<file path="config.mk">
export PLATFORM = sky130hd
export DESIGN_NAME = io_btn_event
export DESIGN_NICKNAME = d
export VERILOG_FILES = /design/src/rtl/io_btn_event.sv
export SDC_FILE = /design/constraint.sdc
export NUM_CORES = 1
export LEC_CHECK = 0
export CORE_ASPECT_RATIO = 0.75
export CORE_MARGIN = 3
export CORE_UTILIZATION = 48
export CTS_CLUSTER_DIAMETER = 100
export DETAILED_ROUTE_END_ITERATION = 8
export HOLD_SLACK_MARGIN = 0.1
export PLACE_DENSITY = 0.84
export REMOVE_ABC_BUFFERS = 1
export SLEW_MARGIN = 15
export SYNTH_ARGS = -nofsm -noshare
export SYNTH_HDL_FRONTEND = slang
export SYNTH_SLANG_ARGS = --single-unit
</file>
<file path="constraint.sdc">
create_clock -name i_clk -period 2.21 [get_ports i_clk]
set_clock_uncertainty 0.05 [all_clocks]
set_input_delay 0.663 -clock i_clk [delete_from_list [all_inputs] [get_ports i_clk]]
set_output_delay 0.663 -clock i_clk [all_outputs]
set_load 0.01 [all_outputs]
</file>
<file path="src/rtl/io_btn_event.sv">
// io_btn_event: per-key press/long-press event capture for active-low debounced buttons.
// Each channel registers its pressed level and raises a sticky press flag on
// every press edge. It also keeps a wrapping press counter. The CPU clears the
// flags with a write-1-to-clear mask.
// Optional feature macro: BTN_LONGPRESS_EN adds a saturating hold timer per key
// and a sticky long-press flag. Without it, o_btn_long is tied to 0.
module io_btn_event #(
  parameter int NUM_BTN       = 4,
  parameter int CNT_W         = 8,
  parameter int LONG_MS       = 1000,
  parameter int CLK_PERIOD_NS = 20
) (
  input  logic                     i_clk,
  input  logic                     i_rst_n,
  input  logic [NUM_BTN-1:0]       i_btn,
  input  logic                     i_clr_we,
  input  logic [NUM_BTN-1:0]       i_clr_mask,
  output logic [NUM_BTN-1:0]       o_btn_level,
  output logic [NUM_BTN-1:0]       o_btn_press,
  output logic [NUM_BTN*CNT_W-1:0] o_btn_cnt,
  output logic [NUM_BTN-1:0]       o_btn_long
);

  logic [NUM_BTN-1:0] level;
  logic [NUM_BTN-1:0] press;
  logic [NUM_BTN-1:0] press_edge;
  logic [NUM_BTN-1:0] clr;

  // A key counts as newly pressed when it reads low now but the registered level
  // still says released. A one-cycle pulse therefore still produces exactly one edge.
  assign press_edge = ~i_btn & ~level;
  assign clr        = {NUM_BTN{i_clr_we}} & i_clr_mask;

  // Registered active-high pressed state, one cycle behind the raw key.
  always_ff @(posedge i_clk or negedge i_rst_n) begin
    if (!i_rst_n) begin
      level <= '0;
    end else begin
      level <= ~i_btn;
    end
  end

  // Sticky press flags: a new press always beats a simultaneous CPU clear.
  always_ff @(posedge i_clk or negedge i_rst_n) begin
    if (!i_rst_n) begin
      press <= '0;
    end else begin
      press <= press_edge | (press & ~clr);
    end
  end

  assign o_btn_level = level;
  assign o_btn_press = press;

  for (genvar k = 0; k < NUM_BTN; k++) begin : g_cnt
    logic [CNT_W-1:0] cnt;

    // Free-running press counter that wraps naturally and is cleared only by reset.
    always_ff @(posedge i_clk or negedge i_rst_n) begin
      if (!i_rst_n) begin
        cnt <= '0;
      end else if (press_edge[k]) begin
        cnt <= cnt + CNT_W'(1);
      end
    end

    assign o_btn_cnt[k*CNT_W +: CNT_W] = cnt;
  end

`ifdef BTN_LONGPRESS_EN
  localparam longint LONG_CYC = (longint'(LONG_MS) * 1_000_000) / longint'(CLK_PERIOD_NS);
  localparam int TIM_W = (LONG_CYC < 1) ? 1 : $clog2(LONG_CYC + 1);
  localparam logic [TIM_W-1:0] TIM_MAX = TIM_W'(LONG_CYC);
  localparam logic [TIM_W-1:0] TIM_SET = TIM_W'(LONG_CYC - 1);

  logic [NUM_BTN-1:0] long_hit;
  logic [NUM_BTN-1:0] long_flag;

  for (genvar k = 0; k < NUM_BTN; k++) begin : g_hold
    logic [TIM_W-1:0] timer;

    // Hold timer restarts whenever the key is released. It counts every held
    // cycle and parks at the threshold, so the threshold is hit once per hold.
    always_ff @(posedge i_clk or negedge i_rst_n) begin
      if (!i_rst_n) begin
        timer <= '0;
      end else if (!level[k]) begin
        timer <= '0;
      end else if (timer != TIM_MAX) begin
        timer <= timer + TIM_W'(1);
      end
    end

    // The flag fires on the edge where the timer steps onto the threshold.
    assign long_hit[k] = level[k] && (timer == TIM_SET);
  end

  // Sticky long-press flags: setting beats a simultaneous clear.
  always_ff @(posedge i_clk or negedge i_rst_n) begin
    if (!i_rst_n) begin
      long_flag <= '0;
    end else begin
      long_flag <= long_hit | (long_flag & ~clr);
    end
  end

  assign o_btn_long = long_flag;
`else
  assign o_btn_long = '0;
`endif

endmodule

</file>
# Word level (Yosys, flattened, before mapping)
# Cells that the tools add are included.
# W data, S select, Z words.
# word_totals
regBits	40
output_inout_bits	44
# classes
addsub	4
bitwise_logic	7
# op_table
operator	count
$add A8 B1 Y8 const B	4
$and A4 B4 Y4	3
$not A4 Y4	3
$or A4 B4 Y4	1

# Depth between registers and ports, before layout
# Gate-level depths: netlist (run 1).
# logic_depth
ltp_word	4
mapped_depth	4
depth_no_buf	4

# Least setup slack after synthesis (run 1)
# OpenSTA, ideal clock, no wires.
# synth_path
path_kind	input to register
startpoint	in i_btn[3]
endpoint	reg g_cnt[3].cnt[1]
setup_time_ps	128
arrival_ps	1206
setup_slack_ps	826
path_stages	2
path_buffers	0
path_cell_list	nor2_2 mux2_1
# synth_via
elab_chain_cells	2
# synth_rtl
item	line	rtl
from (decl)	15	input logic [NUM_BTN-1:0] i_btn,
$not A4 Y4	31	assign press_edge = ~i_btn & ~level;
$and A4 B4 Y4	31	
to (signal assigned)	63	cnt <= cnt + CNT_W'(1);
to (decl)	56	logic [CNT_W-1:0] cnt;
# Every way passes these cells.
# A chain may end at the register's enable or synchronous reset.

# Worst setup path in the final report (run 1)
# layout_path
startpoint	reg g_cnt[1].cnt[4]
endpoint	out o_btn_cnt[12]
# layout_lines
item	line	rtl
from (decl)	56	
from (signal assigned)	63	
to (decl)	20	output logic [NUM_BTN*CNT_W-1:0] o_btn_cnt,
# No word-level cell between the ends.

==> flow_metrics.env, run 1 <==
export IMPL_post_cts_buffers=0
export IMPL_finalSetupTns_ns=0
export IMPL_cts_resized_gates=0
export IMPL_crit_fanout=5
export IMPL_final_antenna_net_count=0
export IMPL_gp_congestion=0.818
export IMPL_cts_buffer_depth=2
export IMPL_fin_crit_sh_pct=92.5
export IMPL_multi_input_comb_area_sq_um=641
export IMPL_area_delta_synth_final_pct=39.0
export IMPL_fmax_ghz=0.489
export IMPL_irDropWorstVdd_uv=729
export IMPL_fin_nets=203
export IMPL_cap_violations=0
export IMPL_dieHeight_um=57.2
export IMPL_critPathBufInv=1
export IMPL_hold_buffers=0
export IMPL_dp_cells=219
export IMPL_clk_pin_slew_worst_paths_ns=0.08
export IMPL_hold_violations=0
export IMPL_dieWidth_um=74.2
export IMPL_clk_latency_ns=0.29
export IMPL_placed_area_sq_um=2210
export IMPL_rows=17
export IMPL_critPathMaxStageDelay_ns=0.60
export IMPL_timing_hold_ws_ns=0.244
export IMPL_io_buffers=50
export IMPL_io_pins=55
export IMPL_cp_top_family="buffers and inverters"
export IMPL_regArea_sq_um=1000
export IMPL_grt_pass1_vias=1195
export IMPL_final_cells=227
export IMPL_cts_tree="built"
export IMPL_synth_seq_cells=40
export IMPL_p_per_area_nw_per_um2=1200
export IMPL_status="finished, final reports clean"
export IMPL_rsz0062_at_grt="no"
export IMPL_ys_seq_area_share_pct=59.7
export IMPL_via_per_inst=5.11
export IMPL_syn_area_sq_um=1680
export IMPL_diodes=0
export IMPL_synth_area_per_cell_sq_um=12.8
export IMPL_grtUsageTotal_pct=18.2
export IMPL_finalInstanceArea_sq_um=2330
export IMPL_slew_viol_final=0
export IMPL_synth_distinct_cells=17
export IMPL_wl_um=3450
export IMPL_clockRootBuffer="clkbuf_8"
export IMPL_htree_levels=2
export IMPL_die_area_sq_um=4240
export IMPL_post_drt_wl_per_cell_um=15.2
export IMPL_drc=0
export IMPL_end_kind="primary output"
export IMPL_dp_hpwl_um=2640
export IMPL_grt_pass1_wl_um=5770
export IMPL_setup_viol=0
export IMPL_drive_gt1_share_pct=7.94
export IMPL_worstPathArrival_ns=1.33
export IMPL_start_kind="register"
export IMPL_period_needed_ns=2.05
export IMPL_hp_class="in2async"
export IMPL_drt_iter0_drc=66
export IMPL_cts_buffers=5
export IMPL_cp_required_ns=1.50
export IMPL_grt_max_degree=22
export IMPL_path_class="reg2out"
export IMPL_firstDrtPassIters=4
export IMPL_clkSinkCount=40
export IMPL_cp_slowest_cell="clkdlybuf4s50_1"
export IMPL_overflow=0
export IMPL_antenna_found_initial=0
export IMPL_synth_cells=131
export IMPL_coreArea_sq_um=3130
export IMPL_n_fill_cell=211
export IMPL_ys_warn_count=0
export IMPL_timing_critical_path_cells="clkdlybuf4s50_1"
export IMPL_power_mw=2.80
export IMPL_initial_core_util_pct=53.6
export IMPL_p_leak_nw=1.03
export IMPL_route_vias_total=1160
[per-layer routing]
layer | vias up | track usage [%] | share of wire, %
met5 | - | 0 | 0
li1 | 555 | - | -
met1 | 562 | 23.8 | 46
met3 | 5 | 5.11 | 5.6
met4 | 0 | 7.61 | 1.4
met2 | 38 | 28.4 | 47
[cells in the mapped netlist, drive strengths merged]
| cell type | number | area [sq um] |
|---|---|---|
| dfrtp | 40 | 1000 |
| xnor2 | 23 | 201 |
| nand2 | 14 | 52.6 |
| nand4 | 9 | 56.3 |
| xor2 | 5 | 43.8 |
| a21o | 4 | 30.0 |
| and3 | 4 | 25.0 |
| and4bb | 4 | 50.1 |
| buf | 4 | 30.0 |
| ha | 4 | 50.1 |
| inv | 4 | 15.0 |
| mux2 | 4 | 45.0 |
| nand3 | 4 | 20.0 |
| nor2 | 4 | 25.0 |
| and4 | 3 | 26.3 |
| conb | 1 | 3.75 |
[per-stage QoR]
step	setup slack [ns]	utilization [%]
after floorplan	0.826	-
after global placement	0.310	70.6
after detailed placement	0.266	70.6
after CTS	0.143	74.5
after global routing	0.107	74.5
final	0.165	74.5
[area by class of cell]
type                            count  area share, %
Tap cell                           38           2.04
Sequential cell                    40           43.0
Inverter                            4          0.645
Multi-Input combinational cell     86           27.5
Timing Repair Buffer               51           21.6
Clock inverter                      2           1.67
Clock buffer                        6           3.55
[report_power, final]
group	switching (mW)	total (mW)	leakage [nW]	internal, mW
registers	0.279	1.23	0.500	0.956
logic	0.363	0.945	0.471	0.582
clock network	0.248	0.617	0.0614	0.369
total	0.890	2.80	1.03	1.91
[cells by family (layout without fill, tap and decap cells)]
family	Yosys count	count (layout)	share of synthesized area [%]
other cells	1	4	0.224
mux	4	4	2.69
buf+inv	8	63	2.69
flops	40	40	59.7
simple gates	42	42	15.2
fa+ha+maj	4	4	2.99
xor+xnor	28	28	14.6
compound gates	4	4	1.79
[flip-flops by register name, summed over array words and instances (netlist names)]
name and count:
o_btn_level 4, g_cnt.cnt 32, o_btn_press 4
[cell usage in the layout, fill, tap and decap left out]
cell type        instances
clkbuf_8                 6
nand2_1                 14
a21o_1                   4
and4bb_1                 4
xor2_1                   5
inv_1                    4
and4_1                   3
clkdlybuf4s50_1         49
mux2_2                   1
mux2_1                   3
and3_1                   4
conb_1                   4
dfrtp_1                 40
xnor2_1                 23
buf_4                    1
buf_2                    1
nand4_1                  9
nor2_2                   4
clkinv_4                 1
bufinv_16                1
ha_1                     4
nand3_1                  4
[path summary, 6_finish.rpt]
kind	start	end	slack, ns	depth (start not counted)
worst max-delay path	g_cnt[1].cnt[4]	o_btn_cnt[12]	0.16	1
worst min-delay path	i_rst_n	g_cnt[2].cnt[5]	0.24	1
worst max register to register	o_btn_level[1]	g_cnt[1].cnt[1]	0.99	2
worst min register to register	o_btn_press[3]	o_btn_press[3]	0.43	1
max in group asynchronous	i_rst_n	g_cnt[3].cnt[7]	1.24	2
min in group i_clk	o_btn_press[3]	o_btn_press[3]	0.43	1
No activity file was read; power rests on OpenSTA's default activity.
==> run 2, diff against run 1 <==
--- a/config.mk
+++ b/config.mk
@@ -10,8 +10,9 @@
 export CORE_UTILIZATION = 48
 export CTS_CLUSTER_DIAMETER = 100
 export DETAILED_ROUTE_END_ITERATION = 8
+export GPL_TIMING_DRIVEN = 0
 export HOLD_SLACK_MARGIN = 0.1
-export PLACE_DENSITY = 0.84
+export PLACE_DENSITY = 0.93
 export REMOVE_ABC_BUFFERS = 1
 export SLEW_MARGIN = 15
 export SYNTH_ARGS = -nofsm -noshare
==> run 2 against run 1 <==
- utilization rose by 0.32 points
- maximum frequency is 0.80% lower
- routed wire length grew 1.8%
- final area is 0.43% higher
- global-route usage up 0.76 points
- critical path type unchanged
- largest cell class unchanged
- largest power group unchanged
==> flow_metrics.env, run 2 (same netlist as run 1, synthesis figures left out) <==
export IMPL_hold_buffers=0
export IMPL_diodes=0
export IMPL_path_depth=1
export IMPL_grtUsageTotal_pct=18.9
export IMPL_clk_pin_slew_worst_paths_ns=0.08
export IMPL_layout_commonest_cell="clkdlybuf4s50_1"
export IMPL_largest_reg_flops=32
export IMPL_slew_viol_final=0
export IMPL_die_area_sq_um=4240
export IMPL_crit_fanout=6
export IMPL_combPwrFrac_pct=34.1
export IMPL_p_per_area_nw_per_um2=1190
export IMPL_drive_gt1_share_pct=7.94
export IMPL_drc=0
export IMPL_coreArea_sq_um=3130
export IMPL_period_needed_ns=2.06
export IMPL_rsz0062_at_grt="no"
export IMPL_initial_core_util_pct=53.6
export IMPL_fmax_ghz=0.485
export IMPL_rows=17
export IMPL_fin_nets=203
export IMPL_fin_crit_sh_pct=93.3
export IMPL_worstPathArrival_ns=1.35
export IMPL_dp_hpwl_um=2680
export IMPL_rr_endpoint="g_cnt[1].cnt[1]"
export IMPL_internal_power_mw=1.87
export IMPL_antenna_found_initial=0
export IMPL_grt_pass1_wl_um=6000
export IMPL_p_leak_nw=1.03
export IMPL_power_switching_uw=903
export IMPL_io_pins=55
export IMPL_critPathBufInv=1
export IMPL_route_vias_total=1196
export IMPL_area_delta_synth_final_pct=39.6
export IMPL_gp_congestion=0.785
export IMPL_post_drt_wl_per_cell_um=15.5
export IMPL_htree_levels=2
export IMPL_cts_tree="built"
export IMPL_cp_required_ns=1.50
export IMPL_post_cts_buffers=0
export IMPL_dieHeight_um=57.2
export IMPL_cp_slowest_cell="clkdlybuf4s50_1"
export IMPL_cap_violations=0
export IMPL_irDropWorstVdd_uv=700
export IMPL_cts_buffer_depth=2
export IMPL_cts_resized_gates=0
export IMPL_via_per_inst=5.27
export IMPL_pwr_share_clk_pct=21.0
export IMPL_overflow=0
export IMPL_critPathMaxStageDelay_ns=0.59
export IMPL_pre_cts_ws_ns=0.236
export IMPL_finalSetupTns_ns=0
export IMPL_hp_class="in2async"
export IMPL_sw_frac_of_total_pct=32.5
export IMPL_fin_util_pct=74.8
export IMPL_rr_worst_depth=2
export IMPL_clockRootBuffer="clkbuf_8"
export IMPL_final_antenna_net_count=0
export IMPL_hold_violations=0
export IMPL_grt_max_degree=24
export IMPL_drt_iter0_drc=73
export IMPL_io_buffers=50
export IMPL_start_kind="register"
export IMPL_reg2reg_setup_slack_ns=0.95
export IMPL_fin_ws_ns=0.148
export IMPL_clk_latency_ns=0.30
export IMPL_setup_viol=0
export IMPL_dieWidth_um=74.2
export IMPL_regMostFlops="g_cnt.cnt"
export IMPL_grt_pass1_vias=1244
export IMPL_clkSinkCount=40
export IMPL_pwr_share_seq_pct=44.9
export IMPL_wl_um=3510
export IMPL_worstReg2RegStart="o_btn_level[1]"
export IMPL_final_cell_mix="49 x clkdlybuf4s50_1, 40 x dfrtp_1, 23 x xnor2_1"
export IMPL_firstDrtPassIters=4
export IMPL_cp_top_family="buffers and inverters"
export IMPL_path_class="reg2out"
export IMPL_end_kind="primary output"
export IMPL_timing_critical_path_cells="clkdlybuf4s50_1"
export IMPL_status="finished, final reports clean"
export IMPL_cts_buffers=5
==> run 2: changes by cell type in the layout (fill, tap and decap cells not counted) <==
cell and change:
buf_16 +1, buf_4 -1, clkbuf_8 -1, clkinv_2 +1
clkinv_4 -1, clkinvlp_4 +1
==> run 2: cell type report <==
| type | instances | area [sq um] |
|---|---|---|
| Inverter | 4 | 15.0 |
| Clock buffer | 5 | 68.8 |
| Clock inverter | 3 | 42.5 |
| Timing Repair Buffer | 51 | 523 |
| Fill cell | 200 | 788 |
| Tap cell | 38 | 47.5 |
| Multi-Input combinational cell | 86 | 641 |
| Sequential cell | 40 | 1000 |
==> run 2: how the worst max path moves through the flow <==
| stage | from | end | slack (ns) |
|---|---|---|---|
| 4_1_cts | g_cnt[2].cnt[2] | o_btn_cnt[18] | 0.14 |
| 3_5_place_dp | i_btn[1] | g_cnt[1].cnt[1] | 0.24 |
| 6_report | g_cnt[2].cnt[2] | o_btn_cnt[18] | 0.15 |
| 2_1_floorplan | i_btn[3] | g_cnt[3].cnt[1] | 0.83 |
| 5_1_grt | g_cnt[2].cnt[2] | o_btn_cnt[18] | 0.10 |
| 3_3_place_gp | i_rst_n | g_cnt[3].cnt[1] | -0.44 |
==> run 2: power groups by stage <==
stage | combinational, mW | clock, mW | sequential, mW
detailed placement | 0.952 | 0 | 1.24
finish | 0.946 | 0.582 | 1.25
global route | 1.03 | 0.635 | 1.28
floorplan | 0.296 | 0 | 1.30
CTS | 0.964 | 0.595 | 1.24
global placement | 0.919 | 0 | 1.22
==> run 2: through the flow <==
stage	hold slack, ns	instance area (sq um)	total power, mW	std cells
floorplan	0.317	1660	1.59	130
global placement	0.406	2200	2.14	218
detailed placement	0.414	2230	2.20	219
CTS	0.256	2340	2.80	227
global route	0.265	2340	2.95	227
finish	0.247	2340	2.78	227
==> run 2: metal layers <==
layer | share of wire, % | vias up | wire length [um] | global-route usage [%]
li1 | - | 553 | - | -
met1 | 43 | 595 | 1520 | 23.8
met2 | 49 | 43 | 1720 | 30.4
met3 | 6.4 | 5 | 226 | 7.75
met4 | 1.0 | 0 | 36 | 5.08
met5 | 0 | - | 0 | 0
==> run 3, diff against run 2 <==
--- a/config.mk
+++ b/config.mk
@@ -8,7 +8,7 @@
 export CORE_ASPECT_RATIO = 0.75
 export CORE_MARGIN = 3
 export CORE_UTILIZATION = 48
-export CTS_CLUSTER_DIAMETER = 100
+export CTS_CLUSTER_DIAMETER = 120
 export DETAILED_ROUTE_END_ITERATION = 8
 export GPL_TIMING_DRIVEN = 0
 export HOLD_SLACK_MARGIN = 0.1
==> results of run 3 <==
No change in the layout: final DEF, timing and power equal those of run 2.
